`config.mk`:
```
export PLATFORM = sky130hd
export DESIGN_NAME = cpu_trace_buffer
export DESIGN_NICKNAME = d
export VERILOG_FILES = /design/src/rtl/cpu_debug_pkg.sv /design/src/rtl/trace_ram.sv /design/src/rtl/cpu_trace_buffer.sv
export SDC_FILE = /design/constraint.sdc
export NUM_CORES = 2
export LEC_CHECK = 0
export ABC_AREA = 0
export BUFFER_PORTS_ARGS = -buffer_cell sky130_fd_sc_hd__clkbuf_2
export CAP_MARGIN = 30
export CELL_PAD_IN_SITES_DETAIL_PLACEMENT = 1
export CELL_PAD_IN_SITES_GLOBAL_PLACEMENT = 2
export CORE_MARGIN = 5
export CORE_UTILIZATION = 44
export DETAILED_ROUTE_END_ITERATION = 16
export GPL_TIMING_DRIVEN = 0
export PLACE_DENSITY = 0.85
export SLEW_MARGIN = 20
export SYNTH_ARGS = -nofsm -noshare
export SYNTH_HDL_FRONTEND = slang
export SYNTH_SLANG_ARGS = --single-unit
```
`constraint.sdc`:
```
create_clock -name Clock -period 9.2 [get_ports Clock]
set_input_delay 0.46 -clock Clock [delete_from_list [all_inputs] [get_ports Clock]]
set_output_delay 0.46 -clock Clock [all_outputs]
set_load 0.005 [all_outputs]
```
`src/rtl/cpu_debug_pkg.sv`:
```
// Shared types and constants for the cpu debug/trace blocks.
package cpu_debug_pkg;

  typedef enum logic [2:0] {
    IDLE  = 3'd0,
    ARMED = 3'd1,
    POST  = 3'd2,
    DONE  = 3'd3,
    READ  = 3'd4
  } state_t;

  // Probe channel assignment used by the core's trace wiring
  localparam int CH_PC    = 0;
  localparam int CH_IR    = 1;
  localparam int CH_STATE = 2;
  localparam int CH_REG   = 3;

  // One trace entry holds every probe channel side by side
  function automatic int trace_entry_w(input int width, input int nchan);
    return width * nchan;
  endfunction

  localparam int TRACE_ENTRY_W = trace_entry_w(16, 4);

endpackage

```
`src/rtl/trace_ram.sv`:
```
// Trace storage: register file with one synchronous write port and one
// registered read port. Contents are not reset; the read register is.
module trace_ram #(
  parameter int DEPTH = 16,
  parameter int DW    = 64,
  localparam int AW   = $clog2(DEPTH)
) (
  input  logic          clk,
  input  logic          rst,
  input  logic          wr_en,
  input  logic [AW-1:0] wr_addr,
  input  logic [DW-1:0] wr_data,
  input  logic          rd_en,
  input  logic [AW-1:0] rd_addr,
  output logic [DW-1:0] rd_data
);

  logic [DW-1:0] mem [DEPTH];

  // Capture write into the array
  always_ff @(posedge clk) begin
    if (wr_en) mem[wr_addr] <= wr_data;
  end

  // Registered read; holds its value while rd_en is low
  always_ff @(posedge clk or posedge rst) begin
    if (rst)        rd_data <= '0;
    else if (rd_en) rd_data <= mem[rd_addr];
  end

endmodule

```
`src/rtl/cpu_trace_buffer.sv`:
```
// Circular trace capture of the cpu probe channels with a masked-compare
// trigger, programmable post-trigger depth and oldest-first valid/ready readout.
module cpu_trace_buffer
  import cpu_debug_pkg::*;
#(
  parameter int WIDTH = 16,
  parameter int NCHAN = 4,
  parameter int DEPTH = 16,
  localparam int AW   = $clog2(DEPTH),
  localparam int CW   = $clog2(NCHAN),
  localparam int EW   = trace_entry_w(WIDTH, NCHAN)
) (
  input  logic             Clock,
  input  logic             Reset,
  input  logic [EW-1:0]    Probe,
  input  logic             Sample,
  input  logic             Arm,
  input  logic [CW-1:0]    TrigChan,
  input  logic [WIDTH-1:0] TrigValue,
  input  logic [WIDTH-1:0] TrigMask,
  input  logic [AW-1:0]    PostCount,
  input  logic             Read,
  output logic             Busy,
  output logic             Triggered,
  output logic [AW:0]      Count,
  output logic             RdValid,
  input  logic             RdReady,
  output logic [EW-1:0]    RdData,
  output logic             RdLast
);

  localparam logic [AW:0] FULL = (AW+1)'(DEPTH);

  state_t          state;
  logic [AW-1:0]   wptr;
  logic [AW-1:0]   rptr;
  logic [AW-1:0]   postleft;
  logic [AW:0]     count;
  logic [AW:0]     remaining;
  logic            rd_valid;
  logic            rd_last;

  logic [WIDTH-1:0] trig_word;
  logic             match;
  logic             capture;
  logic [AW-1:0]    rd_start;
  logic             ram_rd_en;
  logic [AW-1:0]    ram_rd_addr;

  // Select the trigger channel and compare only the masked bits
  always_comb begin
    trig_word = '0;
    for (int k = 0; k < NCHAN; k++) begin
      if (TrigChan == CW'(k)) trig_word = Probe[k*WIDTH +: WIDTH];
    end
    match = (((trig_word ^ TrigValue) & TrigMask) == '0);
  end

  // Writes only while capturing; Arm wins over a coincident Sample
  assign capture  = Sample && !Arm && (state == ARMED || state == POST);
  // Oldest entry; when full, count's low bits are zero so this is wptr
  assign rd_start = wptr - count[AW-1:0];

  // Read port feeds the next entry: first one on Read, then one per transfer
  always_comb begin
    ram_rd_en   = 1'b0;
    ram_rd_addr = rptr;
    if (!Arm) begin
      if (state == DONE && Read && count != '0) begin
        ram_rd_en   = 1'b1;
        ram_rd_addr = rd_start;
      end else if (state == READ && rd_valid && RdReady && !rd_last) begin
        ram_rd_en   = 1'b1;
        ram_rd_addr = rptr;
      end
    end
  end

  trace_ram #(
    .DEPTH (DEPTH),
    .DW    (EW)
  ) u_ram (
    .clk     (Clock),
    .rst     (Reset),
    .wr_en   (capture),
    .wr_addr (wptr),
    .wr_data (Probe),
    .rd_en   (ram_rd_en),
    .rd_addr (ram_rd_addr),
    .rd_data (RdData)
  );

  // Capture/trigger/readout state machine with pointers and counters
  always_ff @(posedge Clock or posedge Reset) begin
    if (Reset) begin
      state     <= IDLE;
      wptr      <= '0;
      rptr      <= '0;
      postleft  <= '0;
      count     <= '0;
      remaining <= '0;
      rd_valid  <= 1'b0;
      rd_last   <= 1'b0;
    end else if (Arm) begin
      state    <= ARMED;
      wptr     <= '0;
      count    <= '0;
      rd_valid <= 1'b0;
      rd_last  <= 1'b0;
    end else begin
      case (state)
        ARMED: begin
          if (Sample) begin
            wptr  <= wptr + 1'b1;
            count <= (count == FULL) ? count : count + 1'b1;
            if (match) begin
              postleft <= PostCount;
              state    <= (PostCount == '0) ? DONE : POST;
            end
          end
        end
        POST: begin
          if (Sample) begin
            wptr     <= wptr + 1'b1;
            count    <= (count == FULL) ? count : count + 1'b1;
            postleft <= postleft - 1'b1;
            if (postleft <= AW'(1)) state <= DONE;
          end
        end
        DONE: begin
          if (Read) begin
            if (count == '0) begin
              state <= IDLE;
            end else begin
              state     <= READ;
              rptr      <= rd_start + 1'b1;
              remaining <= count;
              rd_valid  <= 1'b1;
              rd_last   <= (count == (AW+1)'(1));
            end
          end
        end
        READ: begin
          if (rd_valid && RdReady) begin
            if (rd_last) begin
              rd_valid <= 1'b0;
              rd_last  <= 1'b0;
              state    <= IDLE;
            end else begin
              rptr      <= rptr + 1'b1;
              remaining <= remaining - 1'b1;
              rd_last   <= (remaining == (AW+1)'(2));
            end
          end
        end
        default: state <= IDLE;
      endcase
    end
  end

  assign Busy      = (state == ARMED) || (state == POST);
  assign Triggered = (state == DONE) || (state == READ);
  assign Count     = count;
  assign RdValid   = rd_valid;
  assign RdLast    = rd_last;

endmodule

```
==> results.cfg <==
[place]
post_dp_cell_area_sq_mm = 0.0476
hpwl_mm = 92.3
number_of_port_buffers = 179
dp_slack_ns = 4.85
routabilityCongestion = 0.813

[clocking]
clock_network_latency_to_the_later_pin_of_the_worst_skew_pair_ns = 0.72
cts_htree_levels = 3
cts_hold_buf = 1
cts.reportedPaths.clkPinSlew_ns = 0.06
clockBufferDepth = 3
cts-root-buf = sky130_fd_sc_hd__clkbuf_16
post_cts.resized_instances = 0
clock_sinks = 1115
tritoncts_clock_tree = done
post_cts.repair.setup_buffers = 0
cts_buffers = 115

[yosys]
ys.warnings.count = 0
synth_top_area_cell = sky130_fd_sc_hd__edfxtp_1
synth_enable_flop_cells = 1024
yosys_most_used_dff = sky130_fd_sc_hd__edfxtp_1
netlist_top_cells_area = sky130_fd_sc_hd__edfxtp_1 70%, sky130_fd_sc_hd__nand2_1 6.7%, sky130_fd_sc_hd__dfrtp_1 5.2%
synthesis.nets = 3281
synth_top_area_share_pct = 69.7
ys_seq_elements = 1115
post_synth_num_cell_types = 60
synth_async_sr_flop_share_pct = 8.16
synth_cells = 3157
avgSynthCellArea_sq_um = 14.0
synth_sequential_area_ratio_pct = 74.8
netlist_area_sq_mm = 0.0441

[floorplanning]
initial_core_util_pct = 44.2
die-height_um = 327
rows = 116
design.portCount = 181
coreArea_sq_mm = 0.0999
floorplan.die_area_sq_mm = 0.107
floorplan.die.width_um = 327

[worst_setup_path]
startpoint_type = register
crit_fanout = 10
critical_path_arrival_ns = 5.00
worst_ep_required_time_ns = 9.78
critical_path.endpoint_type = register
setup.worst_path.class = reg2reg

[grt]
grt_use_total_pct = 24.4
grt_pass1_vias = 30216
grt_start_max_net_pins = 50
grt.overflow.total = 0
number_of_antenna_violations_at_the_first_check_in_global_routing = 10
grt_first_pass_wirelength_mm = 196

[layout]
design_area_sq_mm = 0.0515
final_core_utilization_pct = 51.5
finalNetCount = 3677
areaGrowthSynthToFinish_pct = 16.6
post_route_cells_drive_above_1_share_pct = 16.0

[sta]
fin_crit_ns = 4.42
report.final.setup_viol = 0
fin_ws_ns = 4.78
achievable-frequency_mhz = 226
maxSlewHeadroom_pct = 35.3
post_route_clock_skew_ns = 0.0446
worst-slew-pin-transition_ns = 0.969
timing.setup.tns_ns = 0
final_hold_viol_count = 0
finalHoldWorstSlack_ns = 0.145
slew_violations = 0
final_min_period_over_clock_period_pct = 48.0
rsz0062_at_grt = no

[job]
maxcap_viol_count = 0

[detailed_routing]
drt_pass1_iterations = 5
routed-via-count = 28677
wl_per_cell_um = 26.7
drc_errors = 0
detail_route.vias_per_cell = 5.79
ant_nets = 0
wl_mm = 133
drt-initial-drc-count = 2744

[pwr]
pwr_density_cell_mw_per_mm2 = 230
max-vdd-ir-drop_uv = 152
p_leak_nw = 18.8

[hold_path]
hold_path_class = in2reg

[run_status]
status = completed
-- cells in the mapped netlist, drive strengths merged (10+ instances only) --
cell and instances:
edfxtp 1024, nand2 792, nand3 267, mux2i 166, a31oi 132, a32oi 132, buf 110, dfrtp 91
nor2 91, clkbuf 84, nor3 76, a21oi 22, inv 22, o21ai 17, ha 15, xnor2 15
nand2b 10
-- worst paths after layout --
kind / cells past startpoint / from / slack [ns] / end
worst max register to register: 12 / Count[1] / 4.78 / u_ram.rd_data[56]
worst min register to register: 2 / postleft[3] / 0.54 / postleft[3]
min in group asynchronous: 3 / Reset / 0.35 / RdValid
worst min-delay path: 4 / RdReady / 0.15 / RdValid
max in group asynchronous: 4 / Reset / 8.15 / u_ram.rd_data[26]
worst max-delay path: 12 / Count[1] / 4.78 / u_ram.rd_data[56]
-- layout make-up --
class                   instances  area, sq um
fillers                      9937        48400
flip-flops and latches       1115        33000
multi-input cells            1826        10200
clock buffers                 153         3150
repair buffers                279         1810
well taps                    1298         1620
plain buffers                 194          927
clock inverters                65          648
inverters                      22         87.6
diodes                          2         5.00
-- report_power, final --
group,internal (W),switching [W]
Sequential,0.00564,0.0000640
Combinational,0.000426,0.00103
Clock,0.00267,0.00200
-- kinds of logic after synthesis --
| group | count (synthesis) | synth area share [%] |
|---|---|---|
| xor gates and xnor gates | 24 | 0.476 |
| buffers and inverters | 216 | 2.28 |
| muxes | 172 | 4.07 |
| and+or+nand+nor | 1281 | 12.3 |
| AOI/OAI and AO/OA | 333 | 5.52 |
| adders and majority gates | 16 | 0.471 |
| DFF | 1115 | 74.8 |
-- flip-flops by register name (all words and copies together) (netlist names), 3 cells and up --
name / count
u_ram.rd_data: 64
rptr: 4
Count: 5
wptr: 4
state: 3
postleft: 4
u_ram.mem: 1024
remaining: 5
-- stage by stage --
stage | std cells | total power, W
finish | 4954 | 0.0118
global route | 4952 | 0.0123
CTS | 4952 | 0.0119
detailed placement | 4733 | 0.00726
global placement | 4634 | 0.00721
floorplan | 3157 | 0.00659
-- worst max-delay path, cell delays in order, from the launching register on --
cell	delay (ns)
sky130_fd_sc_hd__dfrtp_1	0.53
sky130_fd_sc_hd__inv_1	0.15
sky130_fd_sc_hd__ha_1	0.24
sky130_fd_sc_hd__nor4b_2	0.18
sky130_fd_sc_hd__nor3_2	0.51
sky130_fd_sc_hd__mux2i_1	0.53
sky130_fd_sc_hd__buf_2	0.31
sky130_fd_sc_hd__buf_2	0.66
sky130_fd_sc_hd__clkbuf_1	0.64
sky130_fd_sc_hd__nand2_1	0.11
sky130_fd_sc_hd__nand3_1	0.11
sky130_fd_sc_hd__a31oi_1	0.09
sky130_fd_sc_hd__nor3_1	0.23
-- cell usage in the layout, fill, tap and decap left out, types with 22 or more instances in the layout --
cell type	synthesis	layout
sky130_fd_sc_hd__edfxtp_1	1024	1024
sky130_fd_sc_hd__a32oi_1	132	132
sky130_fd_sc_hd__a31oi_1	132	132
sky130_fd_sc_hd__a21oi_1	22	22
sky130_fd_sc_hd__nor2_1	91	87
sky130_fd_sc_hd__clkbuf_2	0	181
sky130_fd_sc_hd__nand2_1	792	792
sky130_fd_sc_hd__nand3_1	267	267
sky130_fd_sc_hd__buf_4	18	49
sky130_fd_sc_hd__nor3_1	75	71
sky130_fd_sc_hd__clkbuf_1	84	108
sky130_fd_sc_hd__clkbuf_16	0	116
sky130_fd_sc_hd__buf_2	78	124
sky130_fd_sc_hd__mux2i_1	166	166
sky130_fd_sc_hd__dfrtp_1	91	91
-- routing by layer --
layer	up-vias	global-route usage, %	part of all wire [%]
met5	-	0	0.0098
met4	2	7.60	3.0
met3	217	4.85	7.3
met2	1044	40.2	48
met1	14794	33.0	42
li1	12620	-	-
Power figures use the tool's default switching activity.
